## config.mk

```make
export PLATFORM = sky130hd
export DESIGN_NAME = usb_rx_decoder
export DESIGN_NICKNAME = d
export VERILOG_FILES = /design/src/rtl/usb_rx_decoder.sv
export SDC_FILE = /design/constraint.sdc
export NUM_CORES = 1
export LEC_CHECK = 0
export BUFFER_PORTS_ARGS = -buffer_cell sky130_fd_sc_hd__buf_2
export CORE_UTILIZATION = 30
export DETAILED_ROUTE_END_ITERATION = 7
export GPL_TIMING_DRIVEN = 0
export SYNTH_ARGS = -nofsm -noshare
export SYNTH_HDL_FRONTEND = slang
export SYNTH_SLANG_ARGS = --single-unit
```

## constraint.sdc

```tcl
create_clock -name clk -period 2.5 [get_ports clk]
set_input_delay 0.125 -clock clk [delete_from_list [all_inputs] [get_ports clk]]
set_output_delay 0.125 -clock clk [all_outputs]
set_load 0.01 [all_outputs]
```

## src/rtl/usb_rx_decoder.sv

```systemverilog
// USB full-speed receive front end: edge-locked bit timing, NRZI decode,
// bit unstuffing, and EOP / line-error detection on synchronized D+/D-.
module usb_rx_decoder #(
    parameter int CLKS_PER_BIT = 8,
    parameter int SAMPLE_POINT = 3,
    parameter int STUFF_LEN    = 6,
    parameter int IDLE_BITS    = 2
) (
    input  logic clk,
    input  logic n_rst,
    input  logic dp_sync,
    input  logic dm_sync,
    output logic d_orig,
    output logic shift_enable,
    output logic eop,
    output logic rx_err,
    output logic rx_active
);

    localparam int CNT_W      = (CLKS_PER_BIT > 1) ? $clog2(CLKS_PER_BIT) : 1;
    localparam int ONES_W     = $clog2(STUFF_LEN + 1);
    localparam int IDLE_LIMIT = IDLE_BITS * CLKS_PER_BIT;
    localparam int IDLE_W     = $clog2(IDLE_LIMIT + 1);

    localparam logic [CNT_W-1:0]  CNT_MAX    = CNT_W'(CLKS_PER_BIT - 1);
    localparam logic [CNT_W-1:0]  CNT_SAMPLE = CNT_W'(SAMPLE_POINT);
    localparam logic [ONES_W-1:0] ONES_STUFF = ONES_W'(STUFF_LEN);
    localparam logic [IDLE_W-1:0] IDLE_LAST  = IDLE_W'(IDLE_LIMIT - 1);

    localparam logic [1:0] LINE_J   = 2'b10;
    localparam logic [1:0] LINE_K   = 2'b01;
    localparam logic [1:0] LINE_SE0 = 2'b00;
    localparam logic [1:0] LINE_SE1 = 2'b11;

    typedef enum logic [1:0] {IDLE, RX, ERR} state_t;

    state_t             state, state_next;
    logic [CNT_W-1:0]   counter, counter_next;
    logic [1:0]         prev_sample, prev_sample_next;
    logic [ONES_W-1:0]  ones_cnt, ones_cnt_next;
    logic [1:0]         se0_cnt, se0_cnt_next;
    logic [IDLE_W-1:0]  idle_cnt, idle_cnt_next;
    logic               dp_prev;
    logic               d_orig_next, shift_next, eop_next, err_next;
    logic               edge_det, strobe, bit_val;
    logic [1:0]         line;

    function automatic logic [1:0] sat_inc2(input logic [1:0] v);
        return (v == 2'd2) ? v : v + 2'd1;
    endfunction

    assign line      = {dp_sync, dm_sync};
    assign edge_det  = (dp_sync != dp_prev);
    assign strobe    = (state == RX) && !edge_det && (counter == CNT_SAMPLE);
    assign bit_val   = (line == prev_sample);
    assign rx_active = (state == RX);

    always_ff @(posedge clk or negedge n_rst) begin
        if (!n_rst) begin
            state        <= IDLE;
            counter      <= '0;
            prev_sample  <= LINE_J;
            ones_cnt     <= '0;
            se0_cnt      <= '0;
            idle_cnt     <= '0;
            dp_prev      <= 1'b1;
            d_orig       <= 1'b1;
            shift_enable <= 1'b0;
            eop          <= 1'b0;
            rx_err       <= 1'b0;
        end else begin
            state        <= state_next;
            counter      <= counter_next;
            prev_sample  <= prev_sample_next;
            ones_cnt     <= ones_cnt_next;
            se0_cnt      <= se0_cnt_next;
            idle_cnt     <= idle_cnt_next;
            dp_prev      <= dp_sync;
            d_orig       <= d_orig_next;
            shift_enable <= shift_next;
            eop          <= eop_next;
            rx_err       <= err_next;
        end
    end

    always_comb begin
        state_next       = state;
        counter_next     = '0;
        prev_sample_next = prev_sample;
        ones_cnt_next    = ones_cnt;
        se0_cnt_next     = se0_cnt;
        idle_cnt_next    = '0;
        d_orig_next      = d_orig;
        shift_next       = 1'b0;
        eop_next         = 1'b0;
        err_next         = 1'b0;

        case (state)
            IDLE: begin
                // Only a J->K transition (dp falling, line K) starts a packet
                if (edge_det && line == LINE_K) begin
                    state_next       = RX;
                    prev_sample_next = LINE_J;
                    ones_cnt_next    = '0;
                    se0_cnt_next     = '0;
                end
            end
            RX: begin
                if (edge_det || counter == CNT_MAX) counter_next = '0;
                else                                counter_next = counter + 1'b1;

                if (strobe) begin
                    if (line == LINE_SE1) begin
                        err_next   = 1'b1;
                        state_next = ERR;
                    end else if (line == LINE_SE0) begin
                        se0_cnt_next = sat_inc2(se0_cnt);
                    end else if (se0_cnt == 2'd1) begin
                        err_next   = 1'b1;
                        state_next = ERR;
                    end else if (se0_cnt == 2'd2) begin
                        if (line == LINE_J) begin
                            eop_next   = 1'b1;
                            state_next = IDLE;
                        end else begin
                            err_next   = 1'b1;
                            state_next = ERR;
                        end
                    end else begin
                        prev_sample_next = line;
                        // After a full run of ones the next bit must be a stuffed zero
                        if (ones_cnt == ONES_STUFF) begin
                            if (bit_val) begin
                                err_next   = 1'b1;
                                state_next = ERR;
                            end else begin
                                ones_cnt_next = '0;
                            end
                        end else begin
                            d_orig_next   = bit_val;
                            shift_next    = 1'b1;
                            ones_cnt_next = bit_val ? ones_cnt + 1'b1 : '0;
                        end
                    end
                end
            end
            ERR: begin
                if (line == LINE_J) begin
                    if (idle_cnt == IDLE_LAST) state_next = IDLE;
                    else                       idle_cnt_next = idle_cnt + 1'b1;
                end
            end
            default: state_next = IDLE;
        endcase
    end

endmodule

```

==> metrics.yaml, run 1 <==
synthesis:
  yosysSeqAreaShare_pct: 45.58
  syn-num-nets: 129
  netlist_area_um2: 1216
  yosys_register_bits: 22
  async_reset_ff_share_pct: 100.0
  synth.distinct_cells: 40
  synth_flop_cell: "dfrtp_1"
  synth_warnings: 0
  synth_area_per_cell_um2: 10.39
  synthCells: 117
  synth-edff-count: 0
sta:
  finClkSkew_ns: 0.002761
  period_share_pct: 80.40
  min_period_ns: 2.010
  slew_viol_final: 0
  tightest_slew_ns: 0.4890
  hold_violations: 0
  rsz0062_at_grt: "no"
  setup_viol: 0
  fmax_ghz: 0.4975
  relSlewSlack_pct: 67.40
  tns_ns: 0
die:
  core_um2: 3771
  rows: 22
  initial_core_util_pct: 32.25
  ios: 9
  die_h_um: 65.67
  die_x_um: 65.67
  dieArea_um2: 4313
global_route:
  grt_max_degree: 23
  grt_pass1_wl_um: 4036
  antenna_found_initial: 0
  grt-ovfl-total: 0
  track_usage_pct: 12.31
  first_global_vias: 949
clock_tree:
  tritoncts.num_buffers: 3
  h-tree-depth: 1
  clk_pin_slew_ns: 0.07
  ctsRootBufferMaster: "clkbuf_8"
  clk_latency_ns: 0.26
  clock_path_buffers: 2
  cts_num_sinks: 22
  cts_tree: "built"
worst_setup_path:
  slowest_stage: "a211oi_4"
  crit_cells: 6
  crit_fanout: 7
  crit_chain: "inv_1, ha_1, nor2_1, o21ai_1, a211oi_4, mux2_1"
  required_ns: 2.65
  crit_buf_inv: 1
  critPathLaunchType: "flip-flop"
  r2r_cells: 6
  cpLargestDelayFamily: "compound AO/OA/AOI/OAI gates"
  path_class: "reg2reg"
  arrival_ns: 2.16
  end_kind: "flip-flop"
  slowest_delay_ns: 0.43
hold_path:
  hold_depth: 1
  min_path_type: "in2reg"
placed_design:
  dpl.hpwl_um: 1639
  place_area_um2: 1316
  gp_congestion: 0.7318
  io_buffers: 8
cells_and_area:
  final_nets: 143
  drive_above_1_share_pct: 17.69
  layout_common_cells: "dfrtp_1, nor2_1, buf_2"
  fin_area_um2: 1371
  diodes: 0
  layout_commonest_cell: "dfrtp_1"
  syn_to_final_growth_pct: 12.76
drt:
  via_count: 899
  first_iter_violations: 30
  ant_nets: 0
  viasPerCell: 5.051
  drc_errors: 0
  drt-total-wl_um: 2238
  routedWlPerCell_um: 12.57
  dr.pass1.iters: 4
power_and_ir_drop:
  p_leak_nw: 0.6307
  vdd_drop_max_mv: 0.3919
  pwr_density_cell_nw_per_um2: 894.1
flow_run:
  cap_violations: 0
run_status:
  status: "finished, final reports clean"
-- worst paths after layout --
kind	start	to	slack (ns)
setup / recovery	se0_cnt[0]	prev_sample[0]	0.49
setup reg to reg	se0_cnt[0]	prev_sample[0]	0.49
max in group asynchronous	n_rst	d_orig	1.79
min in group asynchronous	n_rst	counter[2]	0.36
hold reg to reg	counter[0]	counter[0]	0.44
hold / removal	dp_sync	dp_prev	0.03
-- repair_timing --
action / CTS / global route
resized for setup: 0 / 0
endpoints found under the hold margin: 19 / 0
buffers inserted: 0 / 0
hold buffers: 1 / 0
-- state kept, by name, summed over array words and instances, names as in the netlist, 2 cells and up --
name	cells
prev_sample	2
counter	3
idle_cnt	5
se0_cnt	2
state	2
ones_cnt	3
-- layout make-up --
class	count	area [um2]
Multi-Input combinational cell	84	608.1
Fill cell	376	2400
Clock buffer	4	45.04
Inverter	8	30.03
Sequential cell	22	554.3
Tap cell	48	60.06
Timing Repair Buffer	9	50.05
Buffer	3	23.77
-- worst register-to-register path: stages (launching register included) --
cell and delay, ns:
dfrtp_1 0.35, inv_1 0.07, ha_1 0.26, nor2_1 0.26, o21ai_1 0.18, a211oi_4 0.43
mux2_1 0.36
-- synth_stat cells, drive strengths merged (2+ instances only) --
cell type,instances,area (um2)
nand2b,2,12.51
mux2i,2,20.02
nor3,4,20.02
a211oi,2,27.53
buf,3,23.77
mux2,3,33.78
dfstp,3,78.83
nor2,16,60.06
nand2,6,22.52
or3,3,18.77
a21oi,4,20.02
o21ai,4,20.01
and2b,2,17.52
inv,8,30.03
ha,8,100.1
xor2,5,43.79
nand3,6,30.03
o22ai,3,18.77
dfrtp,19,475.5
-- routing by layer --
metal / vias to the layer above / global-route usage, % / part of all wire [%]
met5: - / 0 / 0
met4: 0 / 5.707 / 1.8
met3: 5 / 2.431 / 3.2
met2: 19 / 21.17 / 48
met1: 434 / 14.53 / 47
li1: 441 / - / -
-- cell families (layout without fill, tap and decap cells) --
family	Yosys count	in the layout	synth area share, %
DFF	22	22	45.58
muxes	5	5	4.424
AOI/OAI and AO/OA	20	20	13.79
buffers and inverters	11	24	4.424
xor gates and xnor gates	6	6	4.321
adders and majority gates	8	8	8.231
and+or+nand+nor	45	45	19.24
-- power by group --
part	switching [mW]	internal, mW	total [mW]	leakage, nW
combinational	0.291	0.204	0.496	0.332
clock	0.110	0.114	0.224	0.0228
sequential	0.0538	0.453	0.507	0.276
-- per-stage QoR --
step	utilization, %	total power [mW]	hold WS (ns)	cells	worst slack (ns)
after floorplan	-	0.8817	-0.1706	117	0.6393
after global placement	34.90	0.9736	0.1024	173	0.5405
after detailed placement	34.90	1.003	0.1153	173	0.5286
after CTS	36.36	1.231	0.02077	178	0.4975
after global routing	36.36	1.329	0.02505	178	0.3617
final	36.36	1.226	0.02653	178	0.4900
(Power assumes the default switching activity.)
==> run 2, diff against run 1 <==
==> constraint.sdc (replaced) <==
create_clock -name clk -period 1.7 [get_ports clk]
set_input_delay 0.085 -clock clk [delete_from_list [all_inputs] [get_ports clk]]
set_output_delay 0.085 -clock clk [all_outputs]
set_load 0.01 [all_outputs]
==> run 2 against run 1 <==
  * The flow now finishes with violations (setup timing)
  * Maximum frequency increased by 10%
  * Power increased by 71%
  * Non-clock buffer count increased by 12
  * Sequential share of layout area decreased by 5.9 points
  * Largest cell class unchanged
  * Largest power group is now combinational cells
  * Highest routed layer unchanged
==> metrics.yaml, run 2 (synthesis results as in run 1) <==
run_status:
  status: "finished with violations"
  violations: "setup timing"
drt:
  routedWlPerCell_um: 12.68  # +0.84%
  dr.pass1.iters: 4  # unchanged
  first_iter_violations: 18  # -40%
  drt-total-wl_um: 2409  # +7.6%
  drc_errors: 0  # unchanged
  via_count: 942  # +4.8%
  ant_nets: 0  # unchanged
  viasPerCell: 4.958  # -1.8%
sta:
  finClkSkew_ns: 0.003929  # +0.001168 ns
  min_period_ns: 1.823  # -0.1874 ns
  tightest_slew_ns: 0.4974  # +0.008381 ns
  hold_violations: 0  # unchanged
  period_share_pct: 107.2  # +27 points
  tns_ns: -0.5360  # -0.5360 ns
  setup_slack_ns: -0.1226  # -0.6126 ns
  slew_viol_final: 0  # unchanged
  hold-worst-slack_ns: 0.3152  # +0.2887 ns
  fmax_ghz: 0.5487  # +10%
  setup_viol: 7  # +7
  relSlewSlack_pct: 66.84  # -0.56 points
  rsz0062_at_grt: "yes"
placed_design:
  place_area_um2: 1335  # +1.4%
  post-place-ws_ns: -0.2279  # -0.7565 ns
  dpl.hpwl_um: 1648  # +0.54%
  dp.cells: 173  # unchanged
  gp_congestion: 0.7906  # +8.0%
  io_buffers: 8  # unchanged
cells_and_area:
  final_nets: 155  # +8.4%
  diodes: 0  # unchanged
  max_flop_register: "idle_cnt"
  drive_above_1_share_pct: 38.73  # +21 points
  fin_cells: 190  # +6.7%
  largest_reg_flops: 5  # unchanged
  syn_to_final_growth_pct: 32.30
  layout_commonest_cell: "dfrtp_1"
  final_core_util_pct: 42.67  # +6.3 points
  fin_area_um2: 1609  # +17%
  reg_top3: "idle_cnt (5), counter (3), ones_cnt (3)"
  layout_common_cells: "dfrtp_1, nor2_1, buf_4"
power_and_ir_drop:
  pwr_density_cell_nw_per_um2: 1303  # +46%
  finalPower_mw: 2.097  # +71%
  p_leak_nw: 0.7058  # +12%
  vdd_drop_max_mv: 0.6011  # +53%
die:
  ios: 9  # unchanged
  initial_core_util_pct: 32.25  # unchanged
  die_x_um: 65.67  # unchanged
  rows: 22  # unchanged
  core_um2: 3771  # unchanged
  dieArea_um2: 4313  # unchanged
  die_h_um: 65.67  # unchanged
clock_tree:
  cts_num_sinks: 22  # unchanged
  clock_path_buffers: 2  # unchanged
  h-tree-depth: 1  # unchanged
  clk_pin_slew_ns: 0.08  # about the same
  clk_latency_ns: 0.26  # about the same
  cts_tree: "built"
  tritoncts.num_buffers: 3  # unchanged
  ctsRootBufferMaster: "clkbuf_8"
worst_setup_path:
  path_class: "reg2reg"
  timing.rr.end: "prev_sample[0]"
  slowest_stage: "dfrtp_1"
  crit_buf_inv: 0  # -1
  slowest_delay_ns: 0.41  # -0.02 ns
  end_kind: "flip-flop"
  arrival_ns: 1.98  # -0.18 ns
  rrSetupSlack_ns: -0.12  # -0.61 ns
  r2r_cells: 6  # unchanged
  cp_common_cell: "ha_4"
  critPathLaunchType: "flip-flop"
  cpLargestDelayFamily: "compound AO/OA/AOI/OAI gates"
  required_ns: 1.86  # -0.79 ns
  r2r-start: "counter[0]"
  crit_fanout: 6  # -1
  crit_chain: "ha_4, ha_4, and4b_1, a221oi_4, a211oi_4, mux2_4"
global_route:
  first_global_vias: 945  # -0.42%
  grt_max_degree: 23  # unchanged
  grt-ovfl-total: 0  # unchanged
  track_usage_pct: 13.07  # +0.77 points
  grt_pass1_wl_um: 4278  # +6.0%
  antenna_found_initial: 0  # unchanged
hold_path:
  min_path_type: "in2async"
flow_run:
  cap_violations: 0  # unchanged
-- run 2: worst register-to-register path: stages, from the launching register on --
cell,delay [ns]
dfrtp_1,0.41
ha_4,0.18
ha_4,0.15
and4b_1,0.22
a221oi_4,0.34
a211oi_4,0.10
mux2_4,0.31
-- run 2: area by class of cell --
class                      instances  area (um2)
buffer                             3       23.77
sequential                        22       555.5
tap                               48       60.06
multi-input combinational         84       748.2
fill                             351        2162
timing repair buffer              21       146.4
inverter                           8       30.03
clock buffer                       4       45.04
-- run 2: metal layers --
metal	vias to the layer above	wire length, um	global-route usage (%)
met3	5	45	1.389
li1	463	-	-
met1	458	1075	15.93
met5	-	0	0
met2	16	1228	22.07
met4	0	59	7.609
-- run 2: power breakdown --
part / total, mW / internal, mW / switching, mW
Clock: 0.335 / 0.167 / 0.168
Sequential: 0.766 / 0.667 / 0.0989
Combinational: 0.996 / 0.474 / 0.523
-- run 2: repair_timing --
action | in CTS | in global routing
setup buffers | 7 | 4
pin swaps | 5 | 2
resized for setup | 17 | 8
hold buffers | 2 | 0
hold endpoints to repair | 20 | 0
setup endpoints to repair | 9 | 12
-- run 2: worst max path at each step --
stage,from,end,slack (ns),cells past startpoint
after detailed placement,se0_cnt[0],prev_sample[0],-0.23,6
after floorplan,counter[0],prev_sample[0],-0.06,6
final,counter[0],prev_sample[0],-0.12,6
after global routing,counter[0],ones_cnt[0],-0.23,7
after global placement,se0_cnt[0],prev_sample[0],-0.17,6
after CTS,counter[0],prev_sample[0],-0.13,6
==> run 3, diff against run 2 <==
--- a/config.mk
+++ b/config.mk
@@ -5,10 +5,12 @@
 export SDC_FILE = /design/constraint.sdc
 export NUM_CORES = 1
 export LEC_CHECK = 0
+export ABC_AREA = 1
 export BUFFER_PORTS_ARGS = -buffer_cell sky130_fd_sc_hd__buf_2
 export CORE_UTILIZATION = 30
 export DETAILED_ROUTE_END_ITERATION = 7
 export GPL_TIMING_DRIVEN = 0
+export SLEW_MARGIN = 20
 export SYNTH_ARGS = -nofsm -noshare
 export SYNTH_HDL_FRONTEND = slang
 export SYNTH_SLANG_ARGS = --single-unit
==> run 3 against run 2 <==
  * Largest power group is now sequential cells
  * Cell count rose by 12%
  * Highest routed layer unchanged
  * Sequential share of layout area up 3.7 points
  * Design area shrank 10%
  * The run now ends clean
==> metrics.yaml, run 3 <==
drt:
  viasPerCell: 4.441  # -10%
  drc_errors: 0  # unchanged
  via_count: 946  # +0.42%
  first_iter_violations: 20  # +2
  drt-total-wl_um: 2114  # -12%
  routedWlPerCell_um: 9.925  # -22%
  ant_nets: 0  # unchanged
  dr.pass1.iters: 4  # unchanged
global_route:
  first_global_vias: 848  # -10%
  antenna_found_initial: 0  # unchanged
  grt-ovfl-total: 0  # unchanged
  grt_pass1_wl_um: 3615  # -15%
  grt_max_degree: 23  # unchanged
  track_usage_pct: 10.84  # -2.2 points
power_and_ir_drop:
  comb_power_share_pct: 4.6  # -43 points
  power_switching_uw: 212.1  # -73%
  p_seq_share_pct: 49.7  # +13 points
  intPower_uw: 856.2  # -35%
  swShare_pct: 19.86  # -18 points
  pwr_density_cell_nw_per_um2: 737.4  # -43%
  p_leak_nw: 0.7698  # +9.1%
  vdd_drop_max_mv: 0.6002  # -0.15%
  p_clk_share_pct: 45.8  # +30 points
synthesis:
  synth-edff-count: 0  # unchanged
  synth_top_cell_area_share_pct: 37.89  # -1.2 points
  yosys.area.top_type: "dfrtp_1"
  synth_warnings: 0  # unchanged
  async_reset_ff_share_pct: 100.0  # unchanged
  synth_flop_cell: "dfrtp_1"
  synth.area.top_cells: "dfrtp_1, nand2_1, ha_1, dfstp_2, nor2_1"
  yosys-top-cells-count: "nand2_1, nor2_1, dfrtp_1"
  synth.distinct_cells: 25  # -38%
  post-synth-top-count-cell: "nand2_1"
  syn-num-nets: 161  # +25%
  synth_area_per_cell_um2: 8.423  # -19%
  yosysSeqAreaShare_pct: 44.17  # -1.4 points
  synthCells: 149  # +27%
  yosys_register_bits: 22  # unchanged
  netlist_area_um2: 1255  # +3.2%
clock_tree:
  tritoncts.num_buffers: 3  # unchanged
  cts_tree: "built"
  clk_pin_slew_ns: 0.08  # about the same
  clock_path_buffers: 2  # unchanged
  postCtsSetupRepairBufs: 0  # -7
  cts_num_sinks: 22  # unchanged
  h-tree-depth: 1  # unchanged
  ctsRootBufferMaster: "clkbuf_8"
  clk_latency_ns: 0.27  # about the same
die:
  initial_core_util_pct: 31.37  # -0.88 points
  rows: 23  # +4.5%
  dieArea_um2: 4446  # +3.1%
  core_um2: 4000  # +6.1%
  ios: 9  # unchanged
  die_h_um: 66.68  # +1.5%
  die_x_um: 66.68  # +1.5%
worst_setup_path:
  r2r-start: "se0_cnt[0]"
  cpLargestDelayFamily: "simple AND/OR/NAND/NOR gates"
  critPathLaunchType: "flip-flop"
  crit_buf_inv: 1  # +1
  slowest_stage: "dfrtp_1"
  arrival_ns: 1.62  # -0.36 ns
  crit_fanout: 6  # unchanged
  timing.rr.end: "ones_cnt[0]"
  r2r_cells: 8  # +2
  crit_chain: "inv_1, ha_1, nor2_1, nand2_1, nand2_2, nand3_4, nor2_2, o21ai_1"
  end_kind: "flip-flop"
  path_class: "reg2reg"
  rrSetupSlack_ns: 0.24  # +0.36 ns
  slowest_delay_ns: 0.36  # -0.05 ns
  crit_cells: 8  # +2
  required_ns: 1.86  # about the same
sta:
  finClkSkew_ns: 0.004067  # +0.0001376 ns
  tns_ns: 0  # +0.5360 ns
  rsz0062_at_grt: "no"
  tightest_slew_ns: 0.4888  # -0.008533 ns
  min_period_ns: 1.460  # -0.3624 ns
  relSlewSlack_pct: 67.41  # +0.57 points
  period_share_pct: 85.90  # -21 points
  hold_violations: 0  # unchanged
  fmax_ghz: 0.6848  # +25%
  setup_viol: 0  # -7
  slew_viol_final: 0  # unchanged
cells_and_area:
  syn_to_final_growth_pct: 15.45
  drive_above_1_share_pct: 19.63  # -19 points
  largest_reg_flops: 5  # unchanged
  reg_top3: "idle_cnt (5), counter (3), ones_cnt (3)"
  final_core_util_pct: 36.22  # -6.4 points
  final_nets: 176  # +14%
  max_flop_register: "idle_cnt"
  layout_common_cells: "nand2_1, nor2_1, dfrtp_1"
  diodes: 0  # unchanged
  layout_commonest_cell: "nand2_1"
run_status:
  status: "finished, final reports clean"
flow_run:
  cap_violations: 0  # unchanged
placed_design:
  dpl.hpwl_um: 1605  # -2.6%
  io_buffers: 8  # unchanged
  gp_congestion: 0.7889  # -0.22%
hold_path:
  min-delay-start: "dm_sync"
  worstHoldEndpoint: "rx_err"
  min_path_type: "in2reg"
  hold_depth: 3
## run 3: cell count changes in the layout (fill, tap and decap cells not counted), sizes merged, moves of 5 or more
| cell | before | now |
|---|---|---|
| nand3 | 6 | 11 |
| nor2 | 16 | 23 |
| nand2 | 6 | 42 |
| o21ai | 4 | 10 |
| buf | 22 | 8 |
| inv | 8 | 20 |
## run 3: kinds of logic (layout without fill, tap and decap cells)
group	count (synthesis)	count (layout)	synth area share [%]
adder cells (fa/ha/maj)	8	8	7.976
buffers and inverters	22	36	7.677
XOR/XNOR	3	3	2.094
flip-flops	22	22	44.17
AO/OA/AOI/OAI	13	13	5.583
AND/OR/NAND/NOR	81	81	32.50
## run 3: final cells by class
class,instances,area (um2)
multi-input cells,105,604.3
well taps,50,62.56
repair buffers,10,60.06
flip-flops and latches,22,554.3
clock buffers,3,41.29
clock inverters,1,30.03
fillers,424,2551
inverters,22,96.34
## run 3: per-stage QoR
step           instances  instance area (um2)  power (mW)  setup WS, ns  hold WS, ns
6_report             213                 1449       1.068        0.2397       0.2039
2_1_floorplan        149                 1255      0.5647        0.3631      -0.2106
3_5_place_dp         207                 1358      0.5877        0.2418      0.08464
5_1_grt              213                 1449       1.116        0.1436       0.2181
4_1_cts              213                 1449       1.092        0.2339       0.1899
3_3_place_gp         207                 1358      0.5874        0.2496      0.08181
## run 3: power by group through the flow
stage	combinational (mW)	clock, mW	sequential [mW]
finish	0.0487	0.489	0.531
global route	0.0572	0.527	0.532
CTS	0.0506	0.511	0.531
detailed placement	0.0466	0	0.541
global placement	0.0466	0	0.541
floorplan	0.0242	0	0.540
## run 3: worst max path at each step
stage          startpoint     endpoint
5_1_grt        se0_cnt[0]  ones_cnt[1]
3_3_place_gp   counter[0]  ones_cnt[0]
3_5_place_dp   se0_cnt[0]  ones_cnt[2]
6_report       se0_cnt[0]  ones_cnt[0]
2_1_floorplan  counter[0]  ones_cnt[0]
4_1_cts        counter[0]  ones_cnt[0]
## run 3: per-layer routing
layer / vias to the layer above / wire (um) / global-route usage, %
met5: - / 0 / 0
met4: 0 / 14 / 2.394
met3: 4 / 60 / 3.596
met2: 6 / 1017 / 18.43
met1: 438 / 1021 / 13.14
li1: 498 / - / -
## run 3: what timing repair did
item,CTS,global route
endpoints found under the setup margin,0,0
hold endpoints to repair,20,0
resized for setup,0,0
hold buffers,2,0
## run 3: worst register-to-register path: stages (launching register included)
cell	delay, ns
dfrtp_1	0.36
inv_1	0.07
ha_1	0.24
nor2_1	0.18
nand2_1	0.12
nand2_2	0.09
nand3_4	0.11
nor2_2	0.12
o21ai_1	0.07
